File: config.mk
export PLATFORM = sky130hd
export DESIGN_NAME = uart_tx_ctrl
export DESIGN_NICKNAME = d
export VERILOG_FILES = /design/src/rtl/uart_tx_pkg.sv /design/src/rtl/uart_tx_shifter.sv /design/src/rtl/uart_tx_ctrl.sv
export SDC_FILE = /design/constraint.sdc
export NUM_CORES = 1
export LEC_CHECK = 0
export ABC_AREA = 1
export CORE_MARGIN = 2
export CORE_UTILIZATION = 55
export CTS_BUF_LIST = sky130_fd_sc_hd__clkbuf_4 sky130_fd_sc_hd__clkbuf_8 sky130_fd_sc_hd__clkbuf_16
export DETAILED_ROUTE_END_ITERATION = 12
export HOLD_SLACK_MARGIN = 0.1
export PLACE_DENSITY = 0.86
export SYNTH_ARGS = -nofsm -noshare
export SYNTH_HDL_FRONTEND = slang
export SYNTH_SLANG_ARGS = --single-unit
File: constraint.sdc
create_clock -name CLK -period 3.7 [get_ports CLK]
set_input_delay 0.37 -clock CLK [delete_from_list [all_inputs] [get_ports CLK]]
set_output_delay 0.37 -clock CLK [all_outputs]
set_load 0.02 [all_outputs]
File: src/rtl/uart_tx_pkg.sv
// uart_tx_pkg
//   Shared types and helpers for the UART transmit frame sequencer.
//   - state_t   : frame sequencing states
//   - PAR_EVEN / PAR_ODD : encodings of the PAR_TYP input
//   - cnt_width : width of the data-bit index counter
package uart_tx_pkg;

  typedef enum logic [2:0] {
    IDLE   = 3'd0,
    START  = 3'd1,
    DATA   = 3'd2,
    PARITY = 3'd3,
    STOP   = 3'd4
  } state_t;

  localparam logic PAR_EVEN = 1'b0;
  localparam logic PAR_ODD  = 1'b1;

  // A single-bit frame still needs a 1-bit counter, so clamp at 1.
  function automatic int cnt_width(input int data_width);
    return (data_width > 1) ? $clog2(data_width) : 1;
  endfunction

endpackage

File: src/rtl/uart_tx_shifter.sv
// uart_tx_shifter
//   Data shift register and bit-index counter for one UART frame.
//   Ports:
//     clk       in   bit clock
//     rst       in   synchronous active-high reset
//     load      in   capture load_data, clear the bit index
//     shift     in   shift the register right by one
//     step      in   advance the bit index by one
//     load_data in   parallel data word
//     lsb       out  current register LSB (next bit to place on the line)
//     last      out  bit index has reached DATA_WIDTH-1
module uart_tx_shifter
  import uart_tx_pkg::*;
#(
  parameter int DATA_WIDTH = 8
) (
  input  logic                  clk,
  input  logic                  rst,
  input  logic                  load,
  input  logic                  shift,
  input  logic                  step,
  input  logic [DATA_WIDTH-1:0] load_data,
  output logic                  lsb,
  output logic                  last
);

  localparam int              CW       = cnt_width(DATA_WIDTH);
  localparam logic [CW-1:0]   LAST_IDX = CW'(DATA_WIDTH - 1);

  logic [DATA_WIDTH-1:0] sreg;
  logic [CW-1:0]         cnt;

  always_ff @(posedge clk) begin
    if (rst) begin
      sreg <= '0;
      cnt  <= '0;
    end else if (load) begin
      sreg <= load_data;
      cnt  <= '0;
    end else begin
      if (shift) sreg <= sreg >> 1;
      if (step)  cnt  <= cnt + CW'(1);
    end
  end

  assign lsb  = sreg[0];
  assign last = (cnt == LAST_IDX);

endmodule

File: src/rtl/uart_tx_ctrl.sv
// uart_tx_ctrl
//   Frame sequencer for the UART transmitter: start bit, DATA_WIDTH data
//   bits LSB first, optional parity bit, stop bit; one bit per CLK cycle.
//   Ports:
//     CLK        in   bit clock
//     RST        in   synchronous active-high reset
//     P_DATA     in   parallel data, sampled on accept
//     Data_Valid in   request strobe (level), honoured in IDLE or STOP
//     PAR_EN     in   1 = append parity bit, sampled on accept
//     PAR_TYP    in   0 = even, 1 = odd, sampled on accept
//     TX_OUT     out  registered serial line, idles high
//     Busy       out  registered, high while a frame is on the line
//     Frame_Done out  registered, high during the stop-bit cycle
//
//   state  | meaning
//   IDLE   | line high, waiting for Data_Valid
//   START  | start bit (0) on the line
//   DATA   | data bit <bit index> on the line
//   PARITY | latched parity bit on the line
//   STOP   | stop bit (1) on the line, Frame_Done high, may accept next frame
//
//   The state register names the bit currently on the line; TX_OUT is
//   loaded on the edge that enters each state, so it is set from the bit
//   the *next* state will show.
module uart_tx_ctrl
  import uart_tx_pkg::*;
#(
  parameter int DATA_WIDTH = 8
) (
  input  logic                  CLK,
  input  logic                  RST,
  input  logic [DATA_WIDTH-1:0] P_DATA,
  input  logic                  Data_Valid,
  input  logic                  PAR_EN,
  input  logic                  PAR_TYP,
  output logic                  TX_OUT,
  output logic                  Busy,
  output logic                  Frame_Done
);

  state_t state;
  logic   par_en_q;
  logic   par_bit_q;
  logic   par_calc;
  logic   accept;
  logic   sh_load;
  logic   sh_shift;
  logic   sh_step;
  logic   sh_lsb;
  logic   sh_last;

  assign accept = Data_Valid && ((state == IDLE) || (state == STOP));

  always_comb begin
    par_calc = ^P_DATA;
    case (PAR_TYP)
      PAR_EVEN: par_calc = ^P_DATA;
      PAR_ODD:  par_calc = ~(^P_DATA);
      default:  par_calc = ^P_DATA;
    endcase
  end

  // The START edge moves bit 0 onto the line and pre-shifts so the
  // register LSB is always the bit due next; the index is not advanced
  // there, so it equals the data bit currently on the line.
  assign sh_load  = accept;
  assign sh_shift = (state == START) || ((state == DATA) && !sh_last);
  assign sh_step  = (state == DATA) && !sh_last;

  uart_tx_shifter #(
    .DATA_WIDTH (DATA_WIDTH)
  ) u_shifter (
    .clk       (CLK),
    .rst       (RST),
    .load      (sh_load),
    .shift     (sh_shift),
    .step      (sh_step),
    .load_data (P_DATA),
    .lsb       (sh_lsb),
    .last      (sh_last)
  );

  always_ff @(posedge CLK) begin
    if (RST) begin
      state      <= IDLE;
      TX_OUT     <= 1'b1;
      Busy       <= 1'b0;
      Frame_Done <= 1'b0;
      par_en_q   <= 1'b0;
      par_bit_q  <= 1'b0;
    end else begin
      Frame_Done <= 1'b0;
      case (state)
        IDLE, STOP: begin
          if (accept) begin
            state     <= START;
            TX_OUT    <= 1'b0;
            Busy      <= 1'b1;
            par_en_q  <= PAR_EN;
            par_bit_q <= par_calc;
          end else begin
            state  <= IDLE;
            TX_OUT <= 1'b1;
            Busy   <= 1'b0;
          end
        end
        START: begin
          state  <= DATA;
          TX_OUT <= sh_lsb;
        end
        DATA: begin
          if (!sh_last) begin
            TX_OUT <= sh_lsb;
          end else if (par_en_q) begin
            state  <= PARITY;
            TX_OUT <= par_bit_q;
          end else begin
            state      <= STOP;
            TX_OUT     <= 1'b1;
            Frame_Done <= 1'b1;
          end
        end
        PARITY: begin
          state      <= STOP;
          TX_OUT     <= 1'b1;
          Frame_Done <= 1'b1;
        end
        default: begin
          state  <= IDLE;
          TX_OUT <= 1'b1;
          Busy   <= 1'b0;
        end
      endcase
    end
  end

endmodule

### Word-level counts from Yosys, hierarchy flattened

Index checks and enable logic that the tools add are counted.

| storage, ports and cells | value |
|---|---|
| output and inout port bits | 3 |
| logic and storage cells | 45 |
| register bits | 19 |

| cells by class | value |
|---|---|
| add/subtract/negate cells | 1 |
| multiplexer cells | 16 |
| bitwise gates (word level) | 2 |
| reductions and logical operators | 12 |
| equality and inequality tests | 6 |

Operators by type and width:

| operator | count |
|---|---|
| $mux W8 | 2 |
| $pmux W3 S4 | 1 |
| $reduce_xor A8 Y1 | 1 |
| $mux W1 | 7 |
| $eq A3 B2 Y1 const B | 2 |
| $eq A3 B3 Y1 const B | 2 |
| $mux W3 | 2 |
| $pmux W1 S2 | 3 |
| $reduce_or A2 Y1 | 2 |
| $add A3 B1 Y3 const B | 1 |
| $eq A3 B1 Y1 const B | 1 |
| $logic_not A3 Y1 | 1 |
| $pmux W1 S3 | 1 |
| $reduce_or A3 Y1 | 1 |
| $logic_and A1 B1 Y1 | 2 |
| $logic_or A1 B1 Y1 | 2 |
| $ne A2 B2 Y1 const B | 1 |
| $not A1 Y1 | 2 |
| $reduce_and A2 Y1 | 1 |
| $reduce_bool A2 Y1 | 1 |
| $logic_not A1 Y1 | 1 |

### Depth between registers and ports, before layout

Gate-level depths: netlist of the first run.

| logic depth | value |
|---|---|
| word-level depth | 6 |
| mapped depth | 10 |

### Modules after synthesis

A second synthesis of the first run with hierarchy kept.

| second synthesis, totals | value |
|---|---|
| cells, all modules | 157 |
| area total of the unflattened synthesis | 1039.7 um2 |

By module, submodules not included:

| module | area an instance (um2) | cells each | times used |
|---|---|---|---|
| uart_tx_shifter | 536.8 | 78 | 1 |
| uart_tx_ctrl | 503.0 | 79 | 1 |

### Least setup slack after synthesis of the first run

Ideal clock, no wire load.

| timing path | value |
|---|---|
| path type | register to register |
| start point | register u_shifter.cnt[0] |
| end point | register u_shifter.sreg[6] |
| arrival time | 1.217 ns |
| library setup time | 0.128 ns |
| clock period less this slack | 1.345 ns |
| cell stages (with the launch flop) | 10 |
| setup slack | 2.355 ns |
| cells stage by stage | dfxtp_1 > ha_1 > ha_1 > inv_1 > nand2_4 > nand3_4 > buf_6 > o211ai_2 > o21ai_0 > nor2_1 |

| on the way | value |
|---|---|
| longest elaborated chain between the ends | 5 |

Ends and longest elaborated chain:

| what | line | source |
|---|---|---|
| start, declared | uart_tx_shifter.sv:31 | `logic [CW-1:0] cnt;` |
| start signal, assigned | uart_tx_shifter.sv:42 | `if (step) cnt <= cnt + CW'(1);` |
| $eq A3 B3 Y1 | uart_tx_shifter.sv:47 | `assign last = (cnt == LAST_IDX);` |
| $logic_not A1 Y1 | n/a |  |
| $logic_and A1 B1 Y1 | uart_tx_ctrl.sv:67 | `assign sh_shift = (state == START) \|\| ((state == DATA) && !sh_last);` |
| $logic_or A1 B1 Y1 | uart_tx_ctrl.sv:67 |  |
| $reduce_bool A2 Y1 (no line) | n/a |  |
| end signal, assigned | uart_tx_shifter.sv:38 | `sreg <= load_data;` |
| end signal, assigned | uart_tx_shifter.sv:41 | `if (shift) sreg <= sreg >> 1;` |
| end, declared | uart_tx_shifter.sv:30 | `logic [DATA_WIDTH-1:0] sreg;` |

No other way between the ends.
A chain may end at the register's enable or synchronous reset.

### Final worst setup path of the first run

| timing path | value |
|---|---|
| start point | register Busy |
| end point | output Busy |

RTL lines:

| what | line | source |
|---|---|---|
| start, declared | uart_tx_ctrl.sv:37 | `output logic Busy,` |
| start signal, assigned | uart_tx_ctrl.sv:87 | `Busy <= 1'b0;` |
| start signal, assigned | uart_tx_ctrl.sv:98 | `Busy <= 1'b1;` |
| start signal, assigned | uart_tx_ctrl.sv:104 | `Busy <= 1'b0;` |

No word-level cell between the ends.

==> metrics.txt, run 1 <==
run status=completed; DRC errors left=0; clock input transition at the sequential cells of the worst setup and hold paths=approximately 0.10 ns; count of buffers from port buffering=15; hold violation total from the final report=0; final layout net count=between 150 and 200; final core area utilization=between 60% and 70%; delay of the slowest cell on the worst path=~0.60 ns; share of the cycle needed by the critical path after routing=a little over two fifths; relative area change from synthesis to final layout=18.6%; power density normalized to cell area=between 400 and 500 mW/mm^2; Yosys top cell by area=dfxtp_1; final number of max-transition violations=0; number of inserted diodes=0; startpoint kind of the worst setup timing path=register; Highest Clock Rate=620 MHz; number of global-route vias before repair=820; share of cells above drive strength 1=7.89%; vertical die dimension=roughly 46 um; starting density of the core=a little under three fifths; placeable core region=0.00171 mm^2; initial antenna violation count=0; final antenna-violating net count=0; share of the synthesized area in the top cell type=between 30% and 40%; number of buffer and inverter stages on the critical path=1; CTS HTree Levels=1; largest driver fanout on the critical path=2; actual slew at the worst max-slew pin=~0.51 ns; most common cell after layout, fill and taps aside=nand2_1; final sum of negative setup slack=0 ns; largest net degree at the start of global routing=20; total wirelength of the detailed-routed design=between 1500 and 2000 um; post-layout min period=approximately 1.6 ns; CTS Hold Bufs=0; min-delay worst type=register to register; leading cell types in the layout, fill and taps excluded=nand2_1 (32), dfxtp_1 (19), inv_1 (18), nor2_1 (17), clkdlybuf4s50_1 (15); register area share after synthesis=between 30% and 40%; maximum capacitance violations=0; via count of the routed design=937; Pre-Repair DR Iteration Count=4; slowest stage cell on the critical path=clkdlybuf4s50_1; Top Family by Delay on Critical Path=buffers and inverters; critical path arrival=between 1 and 1.5 ns; routability congestion estimate from global placement=0.777; count of distinct cell types in the synthesized netlist=26; global-route wire length before repair=about 3200 um; clock tree from TritonCTS=built; setup repair after global routing missed its margin=no; critical path endpoint category=output port; netlist area before placement=about 1000 um^2; 1st-iter DRT viols=17; clock sink count=19; Worst EP required=approximately 3.3 ns; via count normalized by instance count=approximately 5.3; critical path cell sequence=clkdlybuf4s50_1; Slew HR=between 60% and 70%; Die Footprint=0.00213 mm^2; clock skew after layout=about 0.0056 ns; remaining global-route overflow=0; Routed WL per cell=roughly 11 um; leakage=~0.53 nW; Post-CTS Setup Inserts=0; cells after synthesis=136; die width=~46 um; Worst Setup Path Type=register to output port; number of storage elements in the synthesis netlist=19; standard-cell row count=15; Mapped Avg Cell Area=about 7.2 um^2; detailed placer's ending HPWL=1570 um; peak ir drop on the vdd network=roughly 0.22 mV; number of cells upsized or downsized after cts=0; synthesized netlist net count=about 150; TritonCTS buffer count=3; Setup-failing EPs final=0; total routing resource utilization after global routing=a little over a fifth; yosys warns=0; cell types with the largest area share after synthesis=dfxtp_1 (39%), nand2_1 (12%), inv_1 (6.9%); Skew-Pair Late Insertion Delay=0.30 ns; buffer levels on the longest clock path=2; root buffer selected by CTS=clkbuf_4; count of pins on the block boundary=16
[final cells by class]
class / count / area [um^2]
inverters: 18 / 67.6
clock inverters: 1 / 5.00
repair buffers: 15 / 150
well taps: 25 / 31.3
flip-flops and latches: 19 / 380
fillers: 151 / 546
multi-input cells: 96 / 505
clock buffers: 3 / 22.5
[cell usage after synthesis (all sizes together)]
library cell	instances
xor2	1
nor2	19
o21ai	14
o2111ai	1
buf	2
nand3b	2
ha	2
o211ai	5
a21oi	5
or2	1
nand4	1
a21boi	1
nor4	2
clkbuf	1
dfxtp	19
a31oi	1
nand3	6
inv	18
nand2	35
[state kept, by name, indices dropped and copies added, names as in the netlist]
signal	cells
Frame_Done	1
u_shifter.cnt	3
state	3
u_shifter.sreg	8
par_en_q	1
Busy	1
par_bit_q	1
TX_OUT	1
[worst paths after layout]
check	from	to	slack [ns]	depth (start not counted)
max	Busy	Busy	2.09	1
min	Busy	Busy	0.50	2
max reg2reg	u_shifter.cnt[0]	u_shifter.sreg[5]	2.26	8
min reg2reg	Busy	Busy	0.50	2
[cell families (layout without fill, tap and decap cells)]
kind of cell | Yosys count | in the layout | share of synthesized area [%]
AO/OA/AOI/OAI | 27 | 27 | 16.7
XOR/XNOR | 1 | 1 | 0.894
adder cells (fa/ha/maj) | 2 | 2 | 2.55
buffers and inverters | 21 | 37 | 9.58
flip-flops | 19 | 19 | 38.8
AND/OR/NAND/NOR | 66 | 66 | 31.4
[per-layer routing]
layer  track usage [%]  vias up  routed length, um
met3              2.35        7                 80
li1                  -      479                  -
met1              24.7      421                866
met4              12.0        0                 50
met5                 0        -                  0
met2              37.2       30                988
[report_power, final]
group / switching, mW / internal [mW]
logic: 0.0916 / 0.0647
registers: 0.0169 / 0.235
clock network: 0.0656 / 0.0404
[stage by stage]
step                std cells  hold WS (ns)  area (um^2)  worst slack, ns  total power, mW
floorplan                 136         0.449          980             2.36            0.373
global placement          173         0.470         1130             2.09            0.404
detailed placement        173         0.484         1130             2.04            0.412
CTS                       177         0.501         1160             2.08            0.515
global route              177         0.509         1160             2.03            0.547
finish                    177         0.499         1160             2.09            0.514
(Power assumes the default switching activity.)
==> inputs of run 2 (changes only) <==
--- a/config.mk
+++ b/config.mk
@@ -6,12 +6,13 @@
 export NUM_CORES = 1
 export LEC_CHECK = 0
 export ABC_AREA = 1
+export CORE_ASPECT_RATIO = 1.4
 export CORE_MARGIN = 2
-export CORE_UTILIZATION = 55
+export CORE_UTILIZATION = 51
 export CTS_BUF_LIST = sky130_fd_sc_hd__clkbuf_4 sky130_fd_sc_hd__clkbuf_8 sky130_fd_sc_hd__clkbuf_16
 export DETAILED_ROUTE_END_ITERATION = 12
 export HOLD_SLACK_MARGIN = 0.1
-export PLACE_DENSITY = 0.86
+export PLACE_DENSITY = 0.81
 export SYNTH_ARGS = -nofsm -noshare
 export SYNTH_HDL_FRONTEND = slang
 export SYNTH_SLANG_ARGS = --single-unit
==> constraint.sdc (replaced) <==
create_clock -name CLK -period 1.7 [get_ports CLK]
set_input_delay 0.17 -clock CLK [delete_from_list [all_inputs] [get_ports CLK]]
set_output_delay 0.17 -clock CLK [all_outputs]
set_load 0.02 [all_outputs]
==> metrics.txt, run 2 (synthesis results as in run 1) <==
run status=completed; clock sink count=19 (unchanged); placeable core region=0.00178 mm^2 (+4.2%); Routed WL per cell=11.1 um (-1.1%); largest driver fanout on the critical path=14 (+12); starting density of the core=55.1% (-2.3 points); critical path arrival=1.63 ns (+0.39 ns); final antenna-violating net count=0 (unchanged); Worst EP required=1.90 ns (-1.43 ns); Highest Clock Rate=about 700 MHz; Slew HR=83.1% (+17 points); maximum capacitance violations=0 (unchanged); TritonCTS buffer count=3 (unchanged); number of cells upsized or downsized after cts=0 (unchanged); post-layout min period=between 1 and 1.5 ns; layer with the highest usage=met2; detailed placer's ending HPWL=1490 um (-4.6%); count of buffers from port buffering=15 (unchanged); global-route wire length before repair=3330 um (+3.4%); share of cells above drive strength 1=8.50% (+0.60 points); final core area utilization=65.4% (-2.7 points); cell area after layout=0.00116 mm^2 (+0.11%); leakage=0.536 nW (+0.90%); final number of max-transition violations=0 (unchanged); total wirelength of the detailed-routed design=1920 um (-3.3%); vertical die dimension=55.9 um (+21%); DRC errors left=0 (unchanged); via count normalized by instance count=5.20 (-1.8%); peak ir drop on the vdd network=0.594 mV (+170%); number of flip-flops under the largest register name=8 (unchanged); Setup-failing EPs final=0 (unchanged); number of inserted diodes=0 (unchanged); most common cell after layout, fill and taps aside=nand2_1; hold violation total from the final report=0 (unchanged); CTS Hold Bufs=0 (unchanged); clock skew after layout=0.00980 ns (+0.00424 ns); Pre-Repair DR Iteration Count=4 (unchanged); root buffer selected by CTS=clkbuf_4; startpoint kind of the worst setup timing path=register; final sum of negative setup slack=0 ns (unchanged); grt met3 use=3.60% (+1.2 points); relative area change from synthesis to final layout=18.8%; remaining global-route overflow=0 (unchanged); Skew-Pair Late Insertion Delay=0.30 ns (about the same); die width=41.0 um (-11%); routability congestion estimate from global placement=0.807 (+4.0%); final layout net count=169 (+0.60%); critical path endpoint category=register; clock tree from TritonCTS=built; Post-CTS Setup Inserts=0 (unchanged); met1 track utilization from global routing=24.6% (-0.080 points); clock input transition at the sequential cells of the worst setup and hold paths=0.11 ns (about the same); largest net degree at the start of global routing=20 (unchanged); leading cell types in the layout, fill and taps excluded=nand2_1 (32), dfxtp_1 (19), inv_1 (18), nor2_1 (17), clkdlybuf4s50_1 (15); 1st-iter DRT viols=15 (-2); biggest regs=u_shifter.sreg (8), state (3), u_shifter.cnt (3); standard-cell row count=18 (+3); via count of the routed design=899 (-4.1%); count of pins on the block boundary=16 (unchanged); power density normalized to cell area=956 mW/mm^2 (+120%); CTS HTree Levels=1 (unchanged); min-delay worst type=register to register; met2 routing resource usage after global routing=33.0% (-4.2 points); buffer levels on the longest clock path=2 (unchanged); share of the cycle needed by the critical path after routing=a little over four fifths; actual slew at the worst max-slew pin=0.252 ns (-0.257 ns); setup repair after global routing missed its margin=no; total routing resource utilization after global routing=20.6% (-0.64 points); number of global-route vias before repair=816 (-0.49%); Worst Setup Path Type=register to register; overall power consumption=1.11 mW (+120%); register ranked first by flip-flop count=u_shifter.sreg; Die Footprint=0.00229 mm^2 (+7.4%); cell area reported after detailed placement=0.00114 mm^2 (+0.11%); initial antenna violation count=0 (unchanged)
[run 2: changes by cell type in the layout (fill, tap and decap cells not counted)]
cell and delta:
buf_4 +1
[run 2: area by class of cell]
cell class,instances,area (um^2)
Fill cell,166,616
Inverter,18,67.6
Sequential cell,19,380
Clock inverter,1,5.00
Timing Repair Buffer,16,158
Clock buffer,3,22.5
Multi-Input combinational cell,96,505
Tap cell,20,25.0
[run 2: worst paths after layout]
check	from	end	slack [ns]	cells past startpoint
max	u_shifter.cnt[0]	u_shifter.sreg[3]	0.27	8
max reg2reg	u_shifter.cnt[0]	u_shifter.sreg[3]	0.27	8
min	u_shifter.sreg[1]	u_shifter.sreg[0]	0.48	2
min reg2reg	u_shifter.sreg[1]	u_shifter.sreg[0]	0.48	2
[run 2: per-stage QoR]
step	setup WS, ns	cells	hold slack [ns]
after global routing	0.0978	173	0.496
final	0.268	173	0.482
after floorplan	0.355	136	0.249
after detailed placement	0.272	169	0.466
after CTS	0.265	173	0.481
after global placement	0.317	169	0.465
[run 2: critical path: stages (launching register included)]
cell	delay (ns)
dfxtp_1	0.34
ha_1	0.21
ha_1	0.19
inv_1	0.09
nand2_4	0.10
nand3_4	0.15
o211ai_1	0.11
o21ai_1	0.09
nor2_1	0.06
[run 2: report_power, final]
part	internal, mW	switching [mW]	leakage [nW]	total (mW)
sequential	0.511	0.0351	0.156	0.546
clock	0.0878	0.139	0.0177	0.227
combinational	0.142	0.197	0.362	0.340
total	0.741	0.372	0.536	1.11
[run 2: layer usage]
metal,up-vias,part of all wire (%)
met5,-,0
met4,0,2.6
met3,5,2.7
met2,14,52
met1,401,42
li1,479,-
==> inputs of run 3 (changes only) <==
--- a/config.mk
+++ b/config.mk
@@ -8,11 +8,11 @@
 export ABC_AREA = 1
 export CORE_ASPECT_RATIO = 1.4
 export CORE_MARGIN = 2
-export CORE_UTILIZATION = 51
+export CORE_UTILIZATION = 46
 export CTS_BUF_LIST = sky130_fd_sc_hd__clkbuf_4 sky130_fd_sc_hd__clkbuf_8 sky130_fd_sc_hd__clkbuf_16
 export DETAILED_ROUTE_END_ITERATION = 12
 export HOLD_SLACK_MARGIN = 0.1
-export PLACE_DENSITY = 0.81
+export PLACE_DENSITY = 0.77
 export SYNTH_ARGS = -nofsm -noshare
 export SYNTH_HDL_FRONTEND = slang
 export SYNTH_SLANG_ARGS = --single-unit
==> constraint.sdc (replaced) <==
create_clock -name CLK -period 1.3 [get_ports CLK]
set_input_delay 0.13 -clock CLK [delete_from_list [all_inputs] [get_ports CLK]]
set_output_delay 0.13 -clock CLK [all_outputs]
set_load 0.02 [all_outputs]
==> metrics.txt, run 3 (synthesis results as in run 1) <==
number of placed cells counting well taps=184 (+8.9%); hold violation total from the final report=0 (unchanged); most common cell after layout, fill and taps aside=nand2_1; actual slew at the worst max-slew pin=0.232 ns (-0.0203 ns); via count of the routed design=1018 (+13%); Skew-Pair Late Insertion Delay=0.30 ns (about the same); final number of max-transition violations=0 (unchanged); power density normalized to cell area=1180 mW/mm^2 (+23%); standard-cell row count=19 (+1); biggest regs=u_shifter.sreg (8), state (3), u_shifter.cnt (3); maximum capacitance violations=0 (unchanged); critical path arrival=1.54 ns (-0.09 ns); clock skew after layout=0.00550 ns (-0.00430 ns); count of buffers from port buffering=15 (unchanged); global-route wire length before repair=3890 um (+17%); leading cell types in the layout, fill and taps excluded=nand2_1 (32), buf_4 (19), dfxtp_1 (16), inv_1 (16), nor2_1 (16); total wirelength of the detailed-routed design=2310 um (+21%); setup repair after global routing missed its margin=yes; run status=finished, violations left; total routing resource utilization after global routing=19.6% (-0.99 points); largest driver fanout on the critical path=7 (-7); register ranked first by flip-flop count=u_shifter.sreg; TritonCTS buffer count=3 (unchanged); final antenna-violating net count=0 (unchanged); Worst Setup Path Type=register to register; worst setup slack before clock tree synthesis=-0.0524 ns (-0.324 ns); delay of the slowest cell on the worst path=0.35 ns (about the same); vertical die dimension=58.6 um (+4.9%); peak ir drop on the vdd network=0.648 mV (+9.1%); Die Footprint=0.00252 mm^2 (+9.9%); overall power consumption=1.62 mW (+46%); detailed placer's ending HPWL=1670 um (+12%); slowest stage cell on the critical path=dfxtp_2; cell repeated most along the worst path=ha_4; final layout net count=189 (+12%); share of the cycle needed by the critical path after routing=103% (+18 points); clock tree from TritonCTS=built; Highest Clock Rate=749 MHz (+7.3%); Setup-failing EPs final=1 (+1); die width=43.0 um (+4.8%); startpoint kind of the worst setup timing path=register; number of global-route vias before repair=995 (+22%); count of pins on the block boundary=16 (unchanged); root buffer selected by CTS=clkbuf_4; DRC errors left=0 (unchanged); failing checks=setup timing; remaining global-route overflow=0 (unchanged); 1st-iter DRT viols=35 (+20); share of cells above drive strength 1=24.9% (+16 points); min-delay worst type=primary input to register; starting density of the core=49.1% (-6.0 points); non-filler cells, final=194 (+12%); clock sink count=19 (unchanged); critical path cell sequence=ha_4 -> ha_4 -> inv_2 -> nand2_4 -> buf_6 -> nand3_4 -> o211ai_2 -> o21ai_1 -> nor2_1; leakage=0.639 nW (+19%); clock input transition at the sequential cells of the worst setup and hold paths=0.11 ns (about the same); placeable core region=0.00200 mm^2 (+12%); buffer levels on the longest clock path=2 (unchanged); final sum of negative setup slack=-0.0344 ns (-0.0344 ns); CTS HTree Levels=1 (unchanged); Pre-Repair DR Iteration Count=4 (unchanged); largest net degree at the start of global routing=12 (-40%); number of inserted diodes=0 (unchanged); Routed WL per cell=11.9 um (+7.5%); number of flip-flops under the largest register name=8 (unchanged); Slew HR=84.5% (+1.3 points); initial antenna violation count=0 (unchanged); relative area change from synthesis to final layout=40.5%; critical path endpoint category=register; crit path setup slack, layout=-0.0344 ns (-0.302 ns); Worst EP required=1.51 ns (-0.39 ns); routability congestion estimate from global placement=0.867 (+7.4%); via count normalized by instance count=5.25 (+0.98%); post-layout min period=1.33 ns (-0.0980 ns)
==> run 3: what timing repair did <==
action	4_1_cts	5_1_grt
gates resized for setup	12	9
cloned	1	0
hold buffers	0	0
pin swaps	0	9
endpoints found under the setup margin	12	14
buffers inserted	1	4
==> run 3: layer usage <==
metal | wire length, um | GRT usage, %
met5 | 0 | 0
met1 | 881 | 21.7
met4 | 85 | 8.66
met2 | 1220 | 36.4
met3 | 124 | 3.07
==> run 3: layout make-up <==
| cell class | count | area (um^2) |
|---|---|---|
| Inverter | 18 | 70.1 |
| Timing Repair Buffer | 35 | 300 |
| Fill cell | 160 | 621 |
| Multi-Input combinational cell | 97 | 568 |
| Clock buffer | 3 | 22.5 |
| Clock inverter | 1 | 5.00 |
| Sequential cell | 19 | 384 |
| Tap cell | 21 | 26.3 |
==> run 3: path summary, 6_finish.rpt <==
path / startpoint / to / slack, ns / cells after the start
max: u_shifter.cnt[1] / u_shifter.sreg[6] / -0.03 / 9
min: P_DATA[7] / u_shifter.sreg[7] / 0.43 / 3
max reg2reg: u_shifter.cnt[1] / u_shifter.sreg[6] / -0.03 / 9
min reg2reg: u_shifter.sreg[1] / u_shifter.sreg[0] / 0.50 / 2
==> run 3: through the flow <==
| stage | instance area [um^2] | hold slack (ns) | util [%] |
|---|---|---|---|
| final | 1380 | 0.428 | 68.9 |
| after detailed placement | 1240 | 0.477 | 62.3 |
| after global placement | 1240 | 0.465 | 62.3 |
| after global routing | 1380 | 0.449 | 68.9 |
| after CTS | 1310 | 0.428 | 65.7 |
| after floorplan | 982 | 0.209 | - |
==> run 3: report_power, final <==
part	total [mW]	leakage (nW)	internal, mW	switching, mW
Combinational	0.596	0.464	0.281	0.315
Sequential	0.721	0.158	0.670	0.0515
Clock	0.302	0.0177	0.115	0.188
==> run 3: critical path: cells and delay by family, from the launching register on <==
kind / cells / cell delay (ns)
flip-flops: 1 / 0.35
AND/OR/NAND/NOR: 3 / 0.22
AO/OA/AOI/OAI: 2 / 0.17
adder cells (fa/ha/maj): 2 / 0.31
buffers and inverters: 2 / 0.19
==> RTL edit (flow settings as in run 2) <==
Register the output `Busy` once more, with the module's reset; this adds one clock of latency there. The other outputs are not delayed to match. Comments in the files are not updated.
--- a/src/rtl/uart_tx_ctrl.sv
+++ b/src/rtl/uart_tx_ctrl.sv
@@ -37,6 +37,8 @@
   output logic                  Busy,
   output logic                  Frame_Done
 );
+
+  logic Busy_s0;
 
   state_t state;
   logic   par_en_q;
@@ -84,7 +86,7 @@
     if (RST) begin
       state      <= IDLE;
       TX_OUT     <= 1'b1;
-      Busy       <= 1'b0;
+      Busy_s0    <= 1'b0;
       Frame_Done <= 1'b0;
       par_en_q   <= 1'b0;
       par_bit_q  <= 1'b0;
@@ -95,13 +97,13 @@
           if (accept) begin
             state     <= START;
             TX_OUT    <= 1'b0;
-            Busy      <= 1'b1;
+            Busy_s0   <= 1'b1;
             par_en_q  <= PAR_EN;
             par_bit_q <= par_calc;
           end else begin
             state  <= IDLE;
             TX_OUT <= 1'b1;
-            Busy   <= 1'b0;
+            Busy_s0 <= 1'b0;
           end
         end
         START: begin
@@ -128,11 +130,19 @@
         default: begin
           state  <= IDLE;
           TX_OUT <= 1'b1;
-          Busy   <= 1'b0;
+          Busy_s0 <= 1'b0;
         end
       endcase
     end
   end
 
+  always_ff @(posedge CLK) begin
+    if (RST) begin
+      Busy <= '0;
+    end else begin
+      Busy <= Busy_s0;
+    end
+  end
+
 endmodule
 
Behaviour: not the same (a bounded check fails within 4 cycles, from zero or initial values and one cycle with RST high).
==> RTL edit against run 2 <==
  * Sequential share of layout area is 0.40 points higher
  * Synthesized area is 2.6% higher
  * Non-clock buffer count stayed put
  * Count of clock-buffer cells in the layout is 1 higher
  * Worst setup slack better by 0.053 ns
  * Utilization is 1.8 points lower
  * Design area is 4.0% higher
  * Via count is 6.5% higher
  * Critical endpoint is now Frame_Done
  * Sequential cell count is 1 higher
  * Clock skew is 0.0072 ns lower
  * Total power is 1.2% lower
  * Synthesized cell count is 5.9% higher
  * Highest routed layer unchanged
  * Final cell count is 5.8% higher
  * Routed wire length is 1.8% lower
==> RTL edit: results <==
[outcome]
outcome = completed

[detailed_routing]
vias = 957
met2_length_mm = 1.01
first_iter_violations = 14
wl_met3_um = 68
wl_per_cell_um = 10.3

[logic_synthesis]
synthAdderAreaFrac = 0.0249
synth-xor-area-share = 0.00872
synth_area_leaders = dfxtp_1 40%, nand2_1 19%, inv_1 6.4%
syn_nets = 159
ys_top_cells_by_count = 51 x nand2_1, 20 x dfxtp_1, 17 x inv_1
synth_cells = 144
ys_seq_area_frac = 0.399

[min_path]
min_from = Busy_s0
whs_endpoint = Busy

[sta]
skew_ns = 0.00259
relSlewSlack = 0.807

[setup_path]
crit_path_max_incr_delay_ns = 0.59
path_max_fanout = 1
crit_slowest_cell = clkdlybuf4s50_1
r2r_end = u_shifter.sreg[6]
startpoint = Frame_Done

[final_layout]
nFillCells = 188
area_growth_pct = 20.4
fin_nets = 178

[power_and_ir_drop]
switching_power_w = 0.000339
combPwrFrac = 0.258
power_density_nw_per_um2 = 909
seqPwrFrac = 0.494

[grt]
grt_pass1_vias = 911
[RTL edit: cell count changes after synthesis, sizes merged, moves of 3 or more]
cell | run 2 | this run
nand2 | 35 | 53
nor2 | 19 | 9
a21oi | 5 | 11
o211ai | 5 | 1
nor3 | 0 | 3
o21ai | 14 | 11
[RTL edit: final cells by class]
type / instances / area share
Sequential cell: 20 / 0.331
Inverter: 19 / 0.0589
Tap cell: 21 / 0.0217
Clock buffer: 4 / 0.0300
Multi-Input combinational cell: 103 / 0.428
Timing Repair Buffer: 16 / 0.130
[RTL edit: worst max-delay path by stage]
| stage | end | slack, ns |
|---|---|---|
| 6_report | Frame_Done | 0.32 |
| 5_1_grt | u_shifter.sreg[6] | 0.18 |
| 4_1_cts | TX_OUT | 0.30 |
| 3_5_place_dp | u_shifter.sreg[4] | 0.33 |
| 3_3_place_gp | u_shifter.sreg[4] | 0.35 |
| 2_1_floorplan | u_shifter.sreg[4] | 0.46 |
